`src/rtl/npu_pkg.sv`:
```
// Shared NPU definitions: BF16 field constants, NaN test and the result-drain state encoding.
package npu_pkg;

  localparam int BF16_W = 16;
  localparam logic [BF16_W-1:0] BF16_EXP_MASK = 16'h7F80;
  localparam logic [BF16_W-1:0] BF16_MAN_MASK = 16'h007F;

  typedef enum logic [1:0] {
    ST_IDLE,
    ST_WAIT,
    ST_STREAM
  } drain_state_t;

  // NaN needs an all-ones exponent and a nonzero mantissa; +/-Inf has a zero mantissa.
  function automatic logic bf16_is_nan(input logic [BF16_W-1:0] v);
    return ((v & BF16_EXP_MASK) == BF16_EXP_MASK) && ((v & BF16_MAN_MASK) != '0);
  endfunction

endpackage

```
`src/rtl/mac_result_drain_if.sv`:
```
// Valid/ready result stream from mac_result_drain toward the writeback path.
interface mac_result_drain_if #(
  parameter int ARRAY_SIZE = 32,
  parameter int DATA_W     = 16,
  parameter int LANES      = 4
);
  localparam int IDX_W = (ARRAY_SIZE > 1) ? $clog2(ARRAY_SIZE) : 1;

  logic                      out_valid;
  logic                      out_ready;
  logic [LANES*DATA_W-1:0]   out_data;
  logic [IDX_W-1:0]          out_index;
  logic                      out_last;

  modport master (output out_valid, out_data, out_index, out_last, input out_ready);
  modport slave  (input out_valid, out_data, out_index, out_last, output out_ready);

endinterface

```
`src/rtl/mac_result_drain.sv`:
```
// Waits a programmed latency after start, snapshots the MAC array results and
// streams them out LANES elements per beat, flagging any BF16 NaN in the snapshot.
module mac_result_drain
  import npu_pkg::*;
#(
  parameter int ARRAY_SIZE = 32,
  parameter int DATA_W     = 16,
  parameter int LANES      = 4,
  parameter int CNT_W      = 16
) (
  input  logic                         clk,
  input  logic                         rst_n,
  input  logic                         start,
  input  logic [CNT_W-1:0]             wait_cycles,
  input  logic [ARRAY_SIZE*DATA_W-1:0] c_matrix,
  mac_result_drain_if.master           out_if,
  output logic                         busy,
  output logic                         done,
  output logic                         nan_flag
);

  localparam int NUM_BEATS = ARRAY_SIZE / LANES;
  localparam int IDX_W     = (ARRAY_SIZE > 1) ? $clog2(ARRAY_SIZE) : 1;
  localparam int BEAT_W    = (NUM_BEATS > 1) ? $clog2(NUM_BEATS) : 1;
  localparam logic [BEAT_W-1:0] LAST_BEAT = BEAT_W'(NUM_BEATS - 1);

  generate
    if (ARRAY_SIZE % LANES != 0) begin : g_bad_lanes
      $error("mac_result_drain: ARRAY_SIZE must be a multiple of LANES");
    end
    if (DATA_W != BF16_W) begin : g_bad_width
      $error("mac_result_drain: DATA_W must equal BF16_W");
    end
  endgenerate

  drain_state_t      r_state;
  logic [CNT_W-1:0]  r_cnt;
  logic [BEAT_W-1:0] r_beat;
  logic [DATA_W-1:0] r_buf [ARRAY_SIZE];
  logic              r_valid;
  logic              r_last;
  logic              r_busy;
  logic              r_done;
  logic              r_nan;

  logic              w_any_nan;
  logic              w_accept;
  logic [IDX_W-1:0]  w_base;

  always_comb begin
    // NOTE: default before the loop so every path assigns it and no latch is inferred.
    w_any_nan = 1'b0;
    for (int i = 0; i < ARRAY_SIZE; i++) begin
      w_any_nan = w_any_nan | bf16_is_nan(c_matrix[i*DATA_W +: DATA_W]);
    end
  end

  assign w_accept = r_valid & out_if.out_ready;
  assign w_base   = IDX_W'(int'(r_beat) * LANES);

  // Lane mux reads only registered state, so out_data never depends on out_ready.
  for (genvar g = 0; g < LANES; g++) begin : g_lane
    assign out_if.out_data[g*DATA_W +: DATA_W] = r_buf[w_base + IDX_W'(g)];
  end

  // NOTE: sequential state uses <= only, so every branch sees the pre-edge values.
  always_ff @(posedge clk or negedge rst_n) begin
    if (!rst_n) begin
      r_state <= ST_IDLE;
      r_cnt   <= '0;
      r_beat  <= '0;
      r_valid <= 1'b0;
      r_last  <= 1'b0;
      r_busy  <= 1'b0;
      r_done  <= 1'b0;
      r_nan   <= 1'b0;
      // NOTE: the buffer is reset because out_data is read straight from it and must be 0 out of reset.
      for (int i = 0; i < ARRAY_SIZE; i++) begin
        r_buf[i] <= '0;
      end
    end else begin
      r_done <= 1'b0;
      unique case (r_state)
        ST_IDLE: begin
          if (start) begin
            r_cnt   <= wait_cycles;
            r_nan   <= 1'b0;
            r_busy  <= 1'b1;
            r_state <= ST_WAIT;
          end
        end
        ST_WAIT: begin
          if (r_cnt != '0) begin
            r_cnt <= r_cnt - 1'b1;
          end else begin
            for (int i = 0; i < ARRAY_SIZE; i++) begin
              r_buf[i] <= c_matrix[i*DATA_W +: DATA_W];
            end
            r_nan   <= w_any_nan;
            r_beat  <= '0;
            r_valid <= 1'b1;
            r_last  <= (NUM_BEATS == 1);
            r_state <= ST_STREAM;
          end
        end
        ST_STREAM: begin
          if (w_accept) begin
            if (r_last) begin
              r_valid <= 1'b0;
              r_last  <= 1'b0;
              r_busy  <= 1'b0;
              r_done  <= 1'b1;
              r_beat  <= '0;
              r_state <= ST_IDLE;
            end else begin
              r_beat <= r_beat + 1'b1;
              r_last <= ((r_beat + 1'b1) == LAST_BEAT);
            end
          end
        end
        default: r_state <= ST_IDLE;
      endcase
    end
  end

  assign out_if.out_valid = r_valid;
  assign out_if.out_last  = r_last;
  assign out_if.out_index = w_base;
  assign busy             = r_busy;
  assign done             = r_done;
  assign nan_flag         = r_nan;

endmodule

```
`src/flat_wrapper.sv`:
```
// flat-port wrapper written by rule: the top's interface ports become plain ports
module mac_result_drain_flat import npu_pkg::*;
#(
  parameter int ARRAY_SIZE = 32,
  parameter int DATA_W     = 16,
  parameter int LANES      = 4,
  parameter int CNT_W      = 16
)
  (clk, rst_n, start, wait_cycles, c_matrix, busy, done, nan_flag, out_if_out_valid, out_if_out_data, out_if_out_index, out_if_out_last, out_if_out_ready);
  mac_result_drain_if #(.ARRAY_SIZE(ARRAY_SIZE), .DATA_W(DATA_W), .LANES(LANES)) out_if_i ();
  input  logic clk;
  input  logic rst_n;
  input  logic start;
  input  logic [CNT_W-1:0] wait_cycles;
  input  logic [ARRAY_SIZE*DATA_W-1:0] c_matrix;
  output logic busy;
  output logic done;
  output logic nan_flag;
  output wire logic [$bits(out_if_i.out_valid)-1:0] out_if_out_valid;
  output wire logic [$bits(out_if_i.out_data)-1:0] out_if_out_data;
  output wire logic [$bits(out_if_i.out_index)-1:0] out_if_out_index;
  output wire logic [$bits(out_if_i.out_last)-1:0] out_if_out_last;
  input wire logic [$bits(out_if_i.out_ready)-1:0] out_if_out_ready;
  assign out_if_out_valid = out_if_i.out_valid;
  assign out_if_out_data = out_if_i.out_data;
  assign out_if_out_index = out_if_i.out_index;
  assign out_if_out_last = out_if_i.out_last;
  assign out_if_i.out_ready = out_if_out_ready;
  mac_result_drain #(.ARRAY_SIZE(ARRAY_SIZE), .DATA_W(DATA_W), .LANES(LANES), .CNT_W(CNT_W)) u_core (.clk(clk), .rst_n(rst_n), .start(start), .wait_cycles(wait_cycles), .c_matrix(c_matrix), .out_if(out_if_i), .busy(busy), .done(done), .nan_flag(nan_flag));
endmodule
```
`config.mk`:
```
export PLATFORM = sky130hd
export DESIGN_NAME = mac_result_drain_flat
export DESIGN_NICKNAME = d
export VERILOG_FILES = /design/src/rtl/npu_pkg.sv /design/src/rtl/mac_result_drain_if.sv /design/src/rtl/mac_result_drain.sv /design/src/flat_wrapper.sv
export SDC_FILE = /design/constraint.sdc
export NUM_CORES = 1
export LEC_CHECK = 0
export ABC_AREA = 1
export CAP_MARGIN = 20
export CORE_AREA = 4 4 235 237
export CTS_CLUSTER_DIAMETER = 60
export DETAILED_ROUTE_END_ITERATION = 12
export DIE_AREA = 0 0 239 241
export GPL_ROUTABILITY_DRIVEN = 0
export PLACE_DENSITY = 0.8
export SYNTH_ARGS = -nofsm -noshare
export SYNTH_HDL_FRONTEND = slang
export SYNTH_SLANG_ARGS = --single-unit
export TNS_END_PERCENT = 20
```
`constraint.sdc`:
```
create_clock -name clk -period 2.5 [get_ports clk]
set_input_delay 0.625 -clock clk [delete_from_list [all_inputs] [get_ports clk]]
set_output_delay 0.625 -clock clk [all_outputs]
set_load 0.05 [all_outputs]
```
* After elaboration in Yosys (flattened, before gate mapping) *
Index checks and enable logic that the tools add are counted.

storage, ports and cells
  output and inout port bits = 74
  input bits = 532
  bits in registers = 538

cells by class
  bitwise operators = 37
  multiplexer cells = 40
  add/subtract/negate cells = 5
  eq/ne operators = 40
  $lt $le $gt $ge = 4
  reduce and logical (&&, ||, !) cells = 76

operator list
  kind                                                      number
  nonzero test 16 bit                                       33
  binary-select mux 16 bit (select 5 bit)                   4
  equality test 8 bit, second input constant                32
  two-way mux 16 bit                                        10
  logical AND 1 bit                                         32
  case mux 16 bit (2 select lines)                          1
  OR 1 bit                                                  31
  greater-or-equal comparator 6 bit, second input constant  4
  NOT 5 -> 6 bit                                            4
  subtractor 16 x 1 -> 16 bit, second input constant        1
  two-way mux 1 bit                                         12
  AND reduction 4 bit                                       3
  adder 5 x 2 -> 5 bit, second input constant               2
  two-way mux 3 bit                                         3
  AND reduction 3 bit                                       3
  two-way mux 2 bit                                         4
  case mux 1 bit (2 select lines)                           4
  != test 2 x 1 -> 1 bit, second input constant             3
  case mux 2 bit (3 select lines)                           1
  case mux 3 bit (2 select lines)                           1
  nonzero test 2 bit                                        3
  adder 5 x 1 -> 5 bit, second input constant               1
  != test 2 bit, second input constant                      2
  adder 3 x 1 -> 3 bit, second input constant               1
  other kinds (7)                                           7

* Logic depth before layout (Yosys ltp) *
  word-level depth = 35
  depth in mapped cells = 13
  gate-level depth less buffers = 11

* Worst setup path after synthesis *
Ideal clock, no wire load.

  path type = register to output
  start point = register u_core.r_beat[0]
  end point = output port out_if_out_data[63]
  data arrival time = 2.492 ns
  path buffers = 3
  stages on the path, launching flop included = 8
  setup slack = -0.617 ns
  path through = dfrtp_1 > buf_2 > clkbuf_1 > buf_2 > nor2_1 > nor2_1 > o21ai_0 > a31oi_1

between the ends
  cells in the longest elaborated chain, start to end = 5

ends and longest elaborated chain
  item                                                    RTL line                 source
  from (decl)                                             mac_result_drain.sv:38   logic [BEAT_W-1:0] r_beat;
  from (signal assigned)                                  mac_result_drain.sv:116  r_beat <= r_beat + 1'b1;
  adder 5 x 2 -> 5 bit                                    mac_result_drain.sv:63   assign out_if.out_data[g*DATA_W +: DATA_W] = r_buf[w_base + IDX_W'(g)];
  NOT 5 -> 6 bit (implied by the code)                    mac_result_drain.sv:63
  binary-select mux 16 bit (select 5 bit)                 mac_result_drain.sv:63
  two-way mux 16 bit (implied by the code) (2 in series)  mac_result_drain.sv:63
  to (decl)                                               flat_wrapper.sv:20       output wire logic [$bits(out_if_i.out_data)-1:0] out_if_out_data;

No other way between the ends. The select of a mux whose other input is x is not followed.

* Worst setup path in the final report *
  start point = register u_core.r_beat[0]
  end point = output port out_if_out_data[10]

between the ends
  cells in the longest elaborated chain, start to end = 4

ends and longest elaborated chain
  item                                                    RTL line
  NOT 5 -> 6 bit (implied by the code)                    mac_result_drain.sv:63
  binary-select mux 16 bit (select 5 bit)                 mac_result_drain.sv:63
  two-way mux 16 bit (implied by the code) (2 in series)  mac_result_drain.sv:63

No other way between the ends. The select of a mux whose other input is x is not followed.

==> flow_summary.toml <==
[grt]
antenna_found_initial = 21
grt_use_total_pct = 36.5
grt_pass1_wl_um = 162000
grt_pass1_vias = 27856
grt-ovfl-total = 0
grt_max_degree = 101

[clock_network]
htreeDepth = 2
insertion_delay_ps = 610
cts_tree = "done"
root_buffer = "clkbuf_16"
cts_buffers = 58
max-clock-path-buffers = 3
clk_pin_slew_ps = 60
cts_num_sinks = 538

[worst_setup_path]
path_max_fanout = 13
crit_path_start_kind = "flop"
cp-end-kind = "output port"
cpPeakStageDelay_ps = 500
crit_start = "u_core.r_beat[0]"
timing.rr.start = "u_core.r_cnt[0]"
path_cells = "buf_6 > bufbuf_16 > o21ai_0 > o22ai_2 > nor2_1 > a31oi_4 > buf_12"
r2r_slack_ps = 90
slowest_stage = "dfrtp_4"
crit_type = "reg -> out"
path_delay_family = "buffers and inverters"
crit_buf_inv = 3
cp.required_ps = 1880
critical_path_arrival_ps = 2530

[yosys]
async_flop_share_pct = 100
synth_flop_cell = "dfrtp_1"
synth-edff-count = 0
synth_top_family_by_area = "simple AND/OR/NAND/NOR gates"
synth_compound_area_share_pct = 11.6
avgSynthCellArea_um2 = 7.22
ys_ff_latch = 538
ys_seq_area_share_pct = 50.2
synth-simple-area-share_pct = 31.0
synth_area_leaders = "dfrtp_1, nand2_1, nor2_1, o21ai_0, inv_1"
synth.distinct_cells = 30
yosysTopAreaCell = "dfrtp_1"
synthDominantCellAreaShare_pct = 50.2
synth_fa_ha_area_share_pct = 0.140
synthCells = 3718
synth_xor_area_share_pct = 0.196
muxShareOfSynthArea_pct = 0
synth_warnings = 0
syn_area_um2 = 26800

[placement]
io_buffer_count = 603
dpl.hpwl_um = 77200
dp.cells = 4942
placed_area_um2 = 35900

[timing]
tns_ps = -32050
worstMarginPinSlew_ps = 576
clock_skew_ps = 9.75
finalHoldViolCount = 0
period_share_pct = 126
max_clock_freq_mhz = 317
timing.slew.headroom_pct = 61.6
fin_crit_ps = 3150
setup_violations = 64
rsz0062_at_grt = "yes"
drv_slew = 0
setup_ws_ps = -654

[drt]
drt-initial-drc-count = 3614
via_per_inst = 5.68
wire_per_inst_um = 21.9
drc = 0
first_pass_iters = 6
drtAntennaViolNets = 0
drt_wl_total_um = 112000
vias = 29105

[floorplanning]
floorplan.initialDensity_pct = 50.4
ios = 606
core-area_um2 = 53300
die_area_um2 = 57600
rows = 85
die_y_um = 241
die_w_um = 239

[final_layout]
final_area_um2 = 39700
layout_common_cells = "nand2_1, nor2_1, dfrtp_1, clkdlybuf4s50_1, o21ai_1"
fin_cells = 5121
utilization_pct = 74.6
area_delta_synth_final_pct = 48.1
nets = 4894
final_common_cell = "nand2_1"
drive_gt1_share_pct = 12.4

[hold_path]
worstHoldStart = "u_core.r_buf[302]"
hp-class = "reg -> reg"

[run_status]
status = "finished, violations left"
violations = "negative setup slack"

[power]
irDropWorstVdd_uv = 539
power.total_uw = 20500
leakagePower_uw = 0.0180
p_per_area_nw_per_um2 = 516

[run]
max_cap_viol_count = 0
metal layers:
metal / part of all wire, % / up-vias / track usage, %
li1: - / 13031 / -
met1: 38 / 13735 / 49.8
met2: 44 / 1984 / 54.5
met3: 12 / 351 / 9.03
met4: 5.7 / 4 / 19.2
met5: 0.019 / - / 0
synth_stat cells, drive strengths merged (2+ instances only):
| library cell | instances |
|---|---|
| a21oi | 2 |
| nor2 | 659 |
| nand2 | 1449 |
| clkbuf | 78 |
| dfrtp | 538 |
| nor3 | 10 |
| ha | 3 |
| xor2 | 6 |
| o21ai | 435 |
| a22oi | 4 |
| inv | 185 |
| nand3 | 61 |
| nand4 | 5 |
| o211ai | 5 |
| o22ai | 67 |
| buf | 141 |
| a31oi | 66 |
state kept, by name (all words and copies together) (netlist names):
signal                   count
u_core.r_buf               512
u_core.r_cnt                16
u_core.r_beat                3
u_core.r_state               2
u_core.busy                  1
u_core.done                  1
u_core.nan_flag              1
u_core.out_if.out_last       1
u_core.out_if.out_valid      1
final timing paths:
check / cells after the start / endpoint
worst max register to register: 13 / u_core.r_buf[142]
max in group asynchronous: 3 / u_core.r_buf[42]
min in group asynchronous: 2 / u_core.r_buf[325]
worst max-delay path: 7 / out_if_out_data[10]
worst min register to register: 2 / u_core.r_buf[302]
worst min-delay path: 2 / u_core.r_buf[302]
logic make-up after synthesis:
family / after synthesis
xor gates and xnor gates: 6
other: 1
adders and majority gates: 3
AOI/OAI and AO/OA: 581
DFF: 538
and+or+nand+nor: 2185
buffers and inverters: 404
cell type report:
class                           count  area [um2]
Fill cell                        3780       13500
Sequential cell                   538       13500
Multi-Input combinational cell   2777       13000
Timing Repair Buffer              796        9470
Clock buffer                       87        1730
Tap cell                          696         871
Inverter                          185         762
Clock inverter                     20         308
Antenna cell                       19        47.5
Timing Repair inverter              3        33.8
what timing repair did:
action | 4_1_cts | 5_1_grt
buffers inserted | 18 | 8
cloned | 17 | 14
hold buffers | 1 | 0
endpoints found under the setup margin | 66 | 107
endpoints found under the hold margin | 37 | 0
gates resized for setup | 122 | 205
pin swaps | 33 | 43
through the flow:
stage	worst slack (ps)	hold WS (ps)
floorplan	-49.6	329
global placement	-93.8	447
detailed placement	-118	453
CTS	-581	468
global route	-736	484
finish	-654	466
worst min-delay path: stages, from the launching register on:
cell	delay [ps]
dfrtp_1	340
nand2_1	50
nand2_1	50
power by group:
group / internal (uW) / switching, uW
Clock: 5590 / 3690
Sequential: 8900 / 163
Combinational: 1100 / 1050
Power figures use the tool's default switching activity.
